===== config.mk =====
export PLATFORM = sky130hd
export DESIGN_NAME = sigmoid_inverse
export DESIGN_NICKNAME = d
export VERILOG_FILES = /design/src/rtl/sigmoid_inverse.sv
export SDC_FILE = /design/constraint.sdc
export NUM_CORES = 1
export LEC_CHECK = 0
export CAP_MARGIN = 40
export CORE_ASPECT_RATIO = 0.7
export CORE_MARGIN = 2
export CORE_UTILIZATION = 60
export CTS_BUF_LIST = sky130_fd_sc_hd__clkbuf_8
export DETAILED_ROUTE_END_ITERATION = 7
export GPL_TIMING_DRIVEN = 0
export PLACE_DENSITY = 0.85
export SYNTH_ARGS = -nofsm -noshare
export SYNTH_HDL_FRONTEND = slang
export SYNTH_SLANG_ARGS = --single-unit

===== constraint.sdc =====
create_clock -name clk -period 4.1 [get_ports clk]
set_input_delay 0.41 -clock clk [delete_from_list [all_inputs] [get_ports clk]]
set_output_delay 0.41 -clock clk [all_outputs]
set_load 0.1 [all_outputs]

===== src/rtl/sigmoid_inverse.sv =====
// sigmoid_inverse: two-stage pipelined decoder from an 8-bit probability code to a
// Q8.8 pre-activation, the exact inverse of the piecewise-linear sigmoid encoder.
module sigmoid_inverse #(
    parameter int INPUT_BITLENGTH   = 16,
    parameter int SIGMOID_BITLENGTH = 8
) (
    input  logic                         clk,
    input  logic                         rst_n,
    input  logic                         in_valid,
    output logic                         in_ready,
    input  logic [SIGMOID_BITLENGTH-1:0] in_s,
    output logic                         out_valid,
    input  logic                         out_ready,
    output logic [INPUT_BITLENGTH-1:0]   out_sum
);

    typedef enum logic [1:0] {
        SEG_LIN4  = 2'd0,   // t in 128..192, step 4
        SEG_LIN8  = 2'd1,   // t in 193..236, step 8
        SEG_LIN32 = 2'd2,   // t in 237..254, step 32
        SEG_SAT   = 2'd3    // t = 255
    } seg_e;

    logic        r_s1_valid;
    logic        r_s1_sign;
    logic [7:0]  r_s1_t;
    seg_e        r_s1_seg;
    logic        r_s2_valid;
    logic [15:0] r_s2_sum;

    logic        w_s1_load;
    logic        w_s2_load;
    logic        w_sign;
    logic [7:0]  w_t;
    seg_e        w_seg;
    logic [8:0]  w_diff;
    logic [15:0] w_abs;
    logic [15:0] w_sum;

    assign w_s2_load = !r_s2_valid || out_ready;
    assign w_s1_load = !r_s1_valid || w_s2_load;
    assign in_ready  = w_s1_load;

    // Folding about 127.5: 255 - s is the bitwise complement of an 8-bit code.
    assign w_sign = ~in_s[7];
    assign w_t    = in_s[7] ? in_s : ~in_s;

    // NOTE: every combinational output gets a default first so no path infers a latch.
    always_comb begin
        w_seg = SEG_SAT;
        if (w_t <= 8'd192)
            w_seg = SEG_LIN4;
        else if (w_t <= 8'd236)
            w_seg = SEG_LIN8;
        else if (w_t <= 8'd254)
            w_seg = SEG_LIN32;
    end

    always_comb begin
        w_diff = 9'd0;
        w_abs  = 16'd0;
        unique case (r_s1_seg)
            SEG_LIN4: begin
                w_diff = {1'b0, r_s1_t} - 9'd128;
                w_abs  = {7'd0, w_diff} << 2;
            end
            SEG_LIN8: begin
                w_diff = {1'b0, r_s1_t} - 9'd160;
                w_abs  = {7'd0, w_diff} << 3;
            end
            SEG_LIN32: begin
                w_diff = {1'b0, r_s1_t} - 9'd216;
                w_abs  = {7'd0, w_diff} << 5;
            end
            SEG_SAT: begin
                w_abs = 16'h0501;
            end
            default: begin
                w_abs = 16'h0000;
            end
        endcase
    end

    // s = 127 decodes to -1 LSB so the negative half never lands on +0.
    always_comb begin
        w_sum = w_abs;
        if (r_s1_sign)
            w_sum = (w_abs == 16'd0) ? 16'hFFFF : (~w_abs + 16'd1);
    end

    // NOTE: sequential state uses non-blocking assignments so every register samples pre-edge values.
    always_ff @(posedge clk or negedge rst_n) begin
        if (!rst_n) begin
            r_s1_valid <= 1'b0;
            r_s1_sign  <= 1'b0;
            r_s1_t     <= 8'd0;
            r_s1_seg   <= SEG_LIN4;
        end else if (w_s1_load) begin
            r_s1_valid <= in_valid;
            if (in_valid) begin
                r_s1_sign <= w_sign;
                r_s1_t    <= w_t;
                r_s1_seg  <= w_seg;
            end
        end
    end

    always_ff @(posedge clk or negedge rst_n) begin
        if (!rst_n) begin
            r_s2_valid <= 1'b0;
            r_s2_sum   <= 16'd0;
        end else if (w_s2_load) begin
            r_s2_valid <= r_s1_valid;
            if (r_s1_valid)
                r_s2_sum <= w_sum;
        end
    end

    assign out_valid = r_s2_valid;
    assign out_sum   = r_s2_sum;

endmodule


==> qor.csv, run 1 <==
stage;metric;value;unit
pwr;power per standard cell area;570;nW/um2
timing;# setup viols final;0;
floorplanning;# IOs;30;
synthesis;Post-Syn Nets;246;
synthesis;syn_area_per_cell;8.70;um2
synthesis;Yosys Warn Count;0;
global_routing;global routing's busiest layer;met2;
worst_setup_path;CP delay by family, top;buffers and inverters;
clock_network;CTS tree;yes;
placement;DP Wirelength;3840;um
synthesis;cell with the most instances after synthesis;nand2_1;
global_routing;GRT met2 Usage;49.8;%
worst_hold_path;HP Class;reg2reg;
floorplanning;die area;3820;um2
global_routing;GRT met3 Usage;6.54;%
synthesis;Cell Area, Synth;2000;um2
worst_setup_path;Critical Path Most Common Cell;clkdlybuf4s50_1;
drt;WL/cell;15.8;um
timing;fmax;450;MHz
clock_network;hold_buf cts;0;
synthesis;number of distinct library cells after synthesis;50;
timing;Slew HR;51.0;%
timing;setup TNS;0;ps
floorplanning;die height;52.3;um
timing;Worst Skew;3.51;ps
synthesis;register area share after synthesis;36.3;%
drt;Routed Antenna Nets;0;
floorplanning;Rows;17;
floorplanning;Die Span X;73.0;um
drt;final wirelength;5110;um
worst_setup_path;crit path kind;in2out;
clock_network;H-tree depth;2;
worst_setup_path;Worst path slowest cell;clkdlybuf4s50_1;
final_layout;Final Util;85.7;%
synthesis;leading area contributor after synthesis;dfrtp_1;
final_layout;diodes inserted;0;
timing;Hold Vio Cnt, Final;0;
worst_setup_path;Buf/Inv on CP;3;
synthesis;Area contributors post-synth;dfrtp_1 (36%), nand2_1 (6.4%), o21ai_0 (5.5%);
clock_network;CTS Root Cell;clkbuf_8;
clock_network;clk sink count;29;
placement;Placer Congestion;0.873;
drt;drc violations;0;
drt;DRT iter0 DRCs;103;
global_routing;antenna violations before repair;0;
timing;Slew Viols, Final;0;
synthesis;async set or reset register ratio after synthesis;100;%
synthesis;area fraction of the dominant cell type after synthesis;36.3;%
global_routing;largest net degree at the start of global routing;17;
placement;Port Buffers;29;
job;max-cap violation count;0;
final_layout;fillers;180;
pwr;leakage power;1.16;nW
final_layout;Layout area overhead;35.8;%
synthesis;synthesized netlist cell count;230;
drt;Pre-antenna DRT Iters;4;
floorplanning;Starting Density;63.2;%
clock_network;clk_lat worst skew;280;ps
clock_network;CTS buffer count;5;
final_layout;fraction of layout cells with a size suffix above 1;18.5;%
global_routing;GRT Overall Usage;30.0;%
timing;final period utilization;54.2;%
synthesis;synthesized flop and latch total;29;
clock_network;maximum clock insertion buffer count;2;
clock_network;buffer count from post-CTS setup fixing;0;
pwr;worst vdd ir;0.497;mV
final_layout;fin nets;301;
floorplanning;core area;3170;um2
global_routing;first-pass GRT wire length;8650;um
clock_network;cts repair resizes;0;
global_routing;M1 GR Usage;37.8;%
timing;Worst-Margin Slew;732;ps
worst_setup_path;Max Fanout on Critical Path;3;
outcome;status;complete, no violations;
global_routing;vias in the first global route;1853;
drt;Vias/cell;5.90;
synthesis;leading cell types by count after synthesis;nand2_1 (34), dfrtp_1 (29), nor2_1 (24);
worst_setup_path;Worst Setup Start Kind;input pin;
worst_setup_path;CP Data Arrival Time;1810;ps
worst_setup_path;crit-path cells;clkdlybuf4s50_1 > nand3b_1 > clkdlybuf4s50_1 > buf_8;
drt;routed vias;1913;
worst_setup_path;max incr delay on CP;550;ps
worst_setup_path;crit end category;output port;
worst_setup_path;Worst Path Required;3690;ps
synthesis;most used flip-flop cell after synthesis;dfrtp_1;
timing;RSZ-0062 raised after global routing;false;
clock_network;Reg clk slew, reported paths;60;ps
synthesis;Post-synth EDFFs;0;
global_routing;GR Overflow Total;0;
timing;final worst path period need;2220;ps
## tightest hold or removal path: stages (launching register included)
cell and delay (ps):
dfrtp_1 340, nand2_1 50, nand2_1 60
## kinds of logic (layout without fill, tap and decap cells)
group	Yosys count	in the layout	synth area share [%]
AND/OR/NAND/NOR	94	94	23.6
AO/OA/AOI/OAI	63	63	22.4
flip-flops	29	29	36.3
buffers and inverters	20	76	5.19
XOR/XNOR	15	15	6.56
multiplexers	5	5	3.44
adder cells (fa/ha/maj)	4	4	2.50
## path summary, 6_finish.rpt
path | from | endpoint | slack, ps | cells past startpoint
worst max-delay path | out_ready | in_ready | 1880 | 4
worst min-delay path | out_sum[15]$_DFFE_PN0P_ | out_sum[15]$_DFFE_PN0P_ | 470 | 2
worst max register to register | r_s1_t[3]$_DFFE_PN0P_ | out_sum[4]$_DFFE_PN0P_ | 1980 | 8
worst min register to register | out_sum[15]$_DFFE_PN0P_ | out_sum[15]$_DFFE_PN0P_ | 470 | 2
max in group asynchronous | rst_n | out_sum[3]$_DFFE_PN0P_ | 3010 | 2
min in group asynchronous | rst_n | out_valid$_DFFE_PN0P_ | 560 | 1
## cell type report
cell class	count	area, um2	area share (%)
clock buffer	5	68.8	2.53
sequential	29	726	26.7
buffer	16	88.8	3.27
tap	38	47.5	1.75
timing repair buffer	48	588	21.6
clock inverter	3	11.3	0.414
inverter	4	15.0	0.552
multi-input combinational	181	1170	43.1
## placed cells by master (no fill, tap or decap), drive strengths merged, types with 3 or more instances in the layout
cell type,count
xor2,9
a21oi,19
inv,7
nor3,3
dfrtp,29
and2b,3
nand2,34
nor2b,6
nand3,6
clkdlybuf4s50,29
nand3b,4
mux2i,3
o21a,3
o21ai,22
buf,26
clkbuf,14
a31oi,4
nand2b,7
ha,4
nor2,24
xnor2,6
## flip-flops by register name, indices dropped and copies added (netlist names)
name	count
r_s1_valid	1
r_s1_seg	2
out_valid	1
r_s1_t	8
r_s1_sign	1
out_sum	16
## power by group
part	switching [mW]	leakage, nW	internal (mW)
Clock	0.105	0.0519	0.113
Sequential	0.0454	0.342	0.346
Combinational	0.597	0.762	0.343
Total	0.748	1.16	0.802
## routing by layer
metal | vias to the layer above | part of all wire, %
met4 | 0 | 1.7
met5 | - | 0
li1 | 899 | -
met2 | 82 | 50
met1 | 919 | 42
met3 | 13 | 6.4
## stage by stage
step	worst slack (ps)	power [mW]	hold slack, ps	area [um2]	std cells
detailed placement	1880	1.33	462	2640	316
global placement	1530	1.15	459	2340	297
finish	1880	1.55	475	2720	324
CTS	1880	1.55	477	2720	324
floorplan	1280	0.990	114	2000	230
global route	1810	1.62	511	2720	324
No activity file was read; power rests on OpenSTA's default activity.
==> run 2, diff against run 1 <==
Settings changed: CORE_UTILIZATION 60 to 56, PLACE_DENSITY 0.85 to 0.8.
Clock period 4.1 ns to 2.26 ns, I/O delays scaled along.
==> run 2 against run 1 <==
  * Via count is 4.0% lower
  * Non-clock buffer count unchanged
  * Cell area rose by 0.51%
  * Wire length is 11% lower
  * Critical path depth is 6 higher
  * Count of clock-buffer cells in the layout grew 1
  * Register-to-register slack worse by 1800 ps
==> qor.csv, run 2 (synthesized netlist as in run 1, its figures left out) <==
stage;metric;value;unit;change
global_routing;first-pass GRT wire length;7650;um;-11%
clock_network;H-tree depth;2;;unchanged
global_routing;global routing's busiest layer;met2;;
drt;Routed Antenna Nets;0;;unchanged
clock_network;cts repair resizes;0;;unchanged
clock_network;Reg clk slew, reported paths;60;ps;about the same
global_routing;antenna violations before repair;0;;unchanged
worst_setup_path;Worst Setup Start Kind;register;;
final_layout;most frequent cells in the layout;nand2_1 (34), clkdlybuf4s50_1 (29), dfrtp_1 (28);;
clock_network;CTS tree;yes;;
global_routing;largest net degree at the start of global routing;17;;unchanged
timing;Slew HR;49.7;%;-1.4 points
worst_setup_path;Worst Path Required;2410;ps;-1280 ps
timing;Slew Viols, Final;0;;unchanged
job;max-cap violation count;0;;unchanged
drt;Pre-antenna DRT Iters;4;;unchanged
pwr;leakage power;1.15;nW;-0.54%
global_routing;GR Overflow Total;0;;unchanged
floorplanning;die area;4080;um2;+6.7%
final_layout;diodes inserted;0;;unchanged
final_layout;fraction of layout cells with a size suffix above 1;19.6;%;+1.1 points
pwr;worst vdd ir;0.960;mV;+93%
floorplanning;core area;3470;um2;+9.4%
timing;# setup viols final;0;;unchanged
pwr;power per standard cell area;1030;nW/um2;+81%
placement;Placer Congestion;0.842;;-3.5%
global_routing;vias in the first global route;1723;;-7.0%
timing;final period utilization;94.0;%;
final_layout;most common cell after layout, fill and taps aside;nand2_1;;
drt;routed vias;1837;;-4.0%
timing;RSZ-0062 raised after global routing;false;;
final_layout;Layout area overhead;36.4;%;
timing;final worst path period need;2120;ps;
clock_network;CTS Root Cell;clkbuf_8;;
worst_setup_path;Worst R2R Setup Slack;140;ps;-1840 ps
outcome;status;complete, no violations;;
clock_network;clk sink count;29;;unchanged
drt;DRT iter0 DRCs;67;;-35%
final_layout;fin nets;301;;unchanged
floorplanning;die height;54.0;um;+3.2%
clock_network;CTS buffer count;5;;unchanged
placement;Port Buffers;29;;unchanged
global_routing;GRT met3 Usage;5.24;%;-1.3 points
drt;Vias/cell;5.48;;-7.1%
floorplanning;Starting Density;57.7;%;-5.4 points
timing;setup TNS;0;ps;unchanged
pwr;Final Power;2.82;mW;+82%
global_routing;M1 GR Usage;33.7;%;-4.1 points
worst_setup_path;Max Fanout on Critical Path;10;;+7
floorplanning;Rows;18;;+1
clock_network;hold_buf cts;0;;unchanged
clock_network;clk_lat worst skew;280;ps;about the same
clock_network;maximum clock insertion buffer count;2;;unchanged
worst_setup_path;CP Data Arrival Time;2280;ps;+470 ps
timing;Hold Vio Cnt, Final;0;;unchanged
placement;DP Wirelength;3560;um;-7.4%
worst_setup_path;crit end category;register;;
final_layout;max reg flops;16;;unchanged
clock_network;buffer count from post-CTS setup fixing;0;;unchanged
global_routing;GRT met2 Usage;41.9;%;-8.0 points
timing;Worst Skew;6.45;ps;+2.94 ps
drt;WL/cell;13.6;um;-14%
floorplanning;# IOs;30;;unchanged
global_routing;GRT Overall Usage;25.3;%;-4.7 points
drt;final wirelength;4550;um;-11%
timing;fmax;471;MHz;
timing;Worst-Margin Slew;752;ps;+20.2 ps
worst_setup_path;crit path kind;reg2reg;;
drt;drc violations;0;;unchanged
worst_hold_path;HP Class;in2async;;
floorplanning;Die Span X;75.5;um;+3.3%
[run 2: metrics by stage]
| step | utilization, % | cell area, um2 | instances | setup slack [ps] | hold WS [ps] |
|---|---|---|---|---|---|
| final | 78.8 | 2730 | 335 | 137 | 387 |
| after global routing | 78.8 | 2730 | 335 | 62.5 | 448 |
| after CTS | 78.8 | 2730 | 335 | 172 | 406 |
| after detailed placement | 76.3 | 2650 | 328 | 206 | 465 |
| after global placement | 68.0 | 2360 | 309 | 66.3 | 457 |
| after floorplan | - | 2010 | 230 | 16.5 | -69.6 |
[run 2: layer usage]
layer	vias to the layer above	wire [um]
li1	903	-
met1	896	2190
met2	33	2170
met3	5	159
met4	0	34
met5	-	0
[run 2: final timing paths]
path                                         start                       to  cells after the start
setup / recovery             r_s1_t[5]$_DFFE_PN0P_   out_sum[4]$_DFFE_PN0P_                     10
hold / removal                               rst_n   r_s1_valid$_DFFE_PN0N_                      1
setup reg to reg             r_s1_t[5]$_DFFE_PN0P_   out_sum[4]$_DFFE_PN0P_                     10
hold reg to reg            out_sum[15]$_DFFE_PN0P_  out_sum[15]$_DFFE_PN0P_                      2
max in group asynchronous                    rst_n   out_sum[3]$_DFFE_PN0P_                      2
min in group clk           out_sum[15]$_DFFE_PN0P_  out_sum[15]$_DFFE_PN0P_                      2
[run 2: area by class of cell]
| type | instances | area (um2) |
|---|---|---|
| sequential | 29 | 729 |
| clock buffer | 6 | 82.6 |
| clock inverter | 1 | 3.75 |
| multi-input combinational | 181 | 1170 |
| tap | 50 | 62.6 |
| inverter | 4 | 15.0 |
| fill | 254 | 737 |
| buffer | 16 | 90.1 |
| timing repair buffer | 48 | 576 |
[run 2: report_power, final]
part | internal (mW) | switching, mW
combinational | 0.621 | 1.06
sequential | 0.629 | 0.0769
clock | 0.236 | 0.189
[run 2: critical path: stages (launching register included)]
cell and delay (ps):
dfrtp_1 360, buf_6 130, inv_1 60, ha_1 190, a21oi_1 150, xnor2_1 130, and2_1 210, nor2b_1 100
a31oi_2 340, buf_6 230, a31oi_2 90
==> run 3, diff against run 2 <==
Settings changed: SLEW_MARGIN set to 20.
==> run 3 against run 2 <==
  * Clock skew fell by 1.4 ps
  * Die area did not move
  * Sequential share of layout area rose by 0.098 points
  * Cell area fell by 0.37%
  * Critical endpoint unchanged
  * Largest cell class unchanged
==> qor.csv, run 3 (synthesized netlist as in run 1, its figures left out) <==
stage;metric;value;unit;change
outcome;status;complete, no violations;;
timing;# setup viols final;0;;unchanged
pwr;worst vdd ir;0.973;mV;+1.3%
job;max-cap violation count;0;;unchanged
timing;final worst path period need;2080;ps;-39.2 ps
drt;DRT iter0 DRCs;77;;+15%
timing;final period utilization;92.2;%;-1.7 points
worst_setup_path;Worst R2R Setup Slack;180;ps;+40 ps
drt;final wirelength;4490;um;-1.4%
worst_setup_path;Worst Path Required;2410;ps;about the same
placement;placed cell count;327;;-0.30%
global_routing;GRT Overall Usage;24.8;%;-0.49 points
final_layout;Layout area overhead;35.9;%;
drt;Vias/cell;5.50;;+0.38%
timing;setup TNS;0;ps;unchanged
drt;routed vias;1844;;+0.38%
drt;WL/cell;13.4;um;-1.4%
clock_network;H-tree depth;2;;unchanged
timing;hold slack;471;ps;+84.5 ps
global_routing;GR Overflow Total;0;;unchanged
drt;drc violations;0;;unchanged
final_layout;max reg flops;16;;unchanged
clock_network;maximum clock insertion buffer count;2;;unchanged
floorplanning;die area;4080;um2;unchanged
placement;Place WS;221;ps;+15.8 ps
floorplanning;# IOs;30;;unchanged
clock_network;CTS tree;yes;;
final_layout;fin nets;301;;unchanged
drt;Routed Antenna Nets;0;;unchanged
final_layout;diodes inserted;0;;unchanged
worst_setup_path;Max Fanout on Critical Path;10;;unchanged
clock_network;CTS buffer count;5;;unchanged
global_routing;largest net degree at the start of global routing;30;;+13
timing;Worst Skew;5.08;ps;-1.38 ps
worst_hold_path;HP Class;reg2reg;;
worst_setup_path;cell depth of the worst flop-to-flop path;10;;unchanged
floorplanning;Rows;18;;unchanged
placement;Placer Congestion;0.842;;unchanged
floorplanning;Starting Density;57.7;%;unchanged
final_layout;Final Util;78.5;%;-0.29 points
worst_setup_path;crit end category;register;;
floorplanning;core area;3470;um2;unchanged
clock_network;CTS Root Cell;clkbuf_8;;
placement;Port Buffers;29;;unchanged
clock_network;clk_lat worst skew;280;ps;about the same
final_layout;most frequent cells in the layout;nand2_1 (34), clkdlybuf4s50_1 (28), dfrtp_1 (28);;
floorplanning;die height;54.0;um;unchanged
pwr;Final Power;2.81;mW;-0.25%
global_routing;antenna violations before repair;0;;unchanged
final_layout;Final Non-Filler Cells;335;;unchanged
pwr;power per standard cell area;1030;nW/um2;+0.12%
worst_setup_path;crit path kind;reg2reg;;
worst_setup_path;Worst Setup Start Kind;register;;
drt;Pre-antenna DRT Iters;4;;unchanged
timing;fmax;480;MHz;+1.9%
floorplanning;Die Span X;75.5;um;unchanged
timing;Slew Viols, Final;0;;unchanged
timing;Hold Vio Cnt, Final;0;;unchanged
clock_network;cts repair resizes;0;;unchanged
placement;Post-DP Area;2630;um2;-0.76%
timing;RSZ-0062 raised after global routing;false;;
global_routing;first-pass GRT wire length;7630;um;-0.27%
global_routing;vias in the first global route;1694;;-1.7%
timing;final worst-path setup slack;176;ps;+39.2 ps
final_layout;post-route cell area;2720;um2;-0.37%
final_layout;fraction of layout cells with a size suffix above 1;19.6;%;unchanged
clock_network;Reg clk slew, reported paths;60;ps;about the same
worst_setup_path;CP Data Arrival Time;2230;ps;-50 ps
placement;DP Wirelength;3380;um;-5.1%
timing;Slew HR;57.5;%;+7.8 points
pwr;leakage power;1.15;nW;-0.28%
worst_hold_path;Hold Crit Depth;2;;
clock_network;clk sink count;29;;unchanged
final_layout;most common cell after layout, fill and taps aside;nand2_1;;
timing;Worst-Margin Slew;638;ps;-115 ps
-- run 3: changes by cell type in the layout (fill, tap and decap cells not counted), sizes merged --
cell and change:
dlygate4sd3 +1, clkdlybuf4s50 -1
-- run 3: worst paths after layout --
kind | from | end
min reg2reg | out_sum[15]$_DFFE_PN0P_ | out_sum[15]$_DFFE_PN0P_
max | r_s1_t[5]$_DFFE_PN0P_ | out_sum[4]$_DFFE_PN0P_
min | out_sum[15]$_DFFE_PN0P_ | out_sum[15]$_DFFE_PN0P_
max reg2reg | r_s1_t[5]$_DFFE_PN0P_ | out_sum[4]$_DFFE_PN0P_
min in group asynchronous | rst_n | r_s1_valid$_DFFE_PN0N_
max in group asynchronous | rst_n | out_valid$_DFFE_PN0P_
-- run 3: cell type report --
class | instances | area, um2
flip-flops and latches | 29 | 729
repair buffers | 48 | 566
fillers | 246 | 747
multi-input cells | 181 | 1170
plain buffers | 16 | 90.1
clock buffers | 6 | 82.6
well taps | 50 | 62.6
inverters | 4 | 15.0
clock inverters | 1 | 3.75
-- run 3: where the power goes --
| part | switching, mW | internal, mW | leakage (nW) |
|---|---|---|---|
| clock | 0.186 | 0.236 | 0.0485 |
| sequential | 0.0777 | 0.629 | 0.342 |
| combinational | 1.06 | 0.618 | 0.756 |
-- run 3: what timing repair did --
item	4_1_cts	5_1_grt
hold buffers	1	0
endpoints found under the hold margin	15	0
setup buffers	0	0
-- run 3: layer usage --
metal / vias to the layer above / routed length (um) / GRT usage (%) / share of wire [%]
li1: 899 / - / - / -
met1: 902 / 2050 / 33.1 / 46
met5: - / 0 / 0 / 0
met2: 38 / 2210 / 41.6 / 49
met4: 0 / 21 / 5.56 / 0.47
met3: 5 / 210 / 5.43 / 4.7
-- run 3: worst max-delay path, stage by stage (launching register included) --
cell	delay (ps)
dfrtp_1	370
buf_6	130
inv_1	60
ha_1	180
a21oi_1	150
xnor2_1	130
and2_1	200
nor2b_1	90
a31oi_2	320
buf_6	230
a31oi_2	90
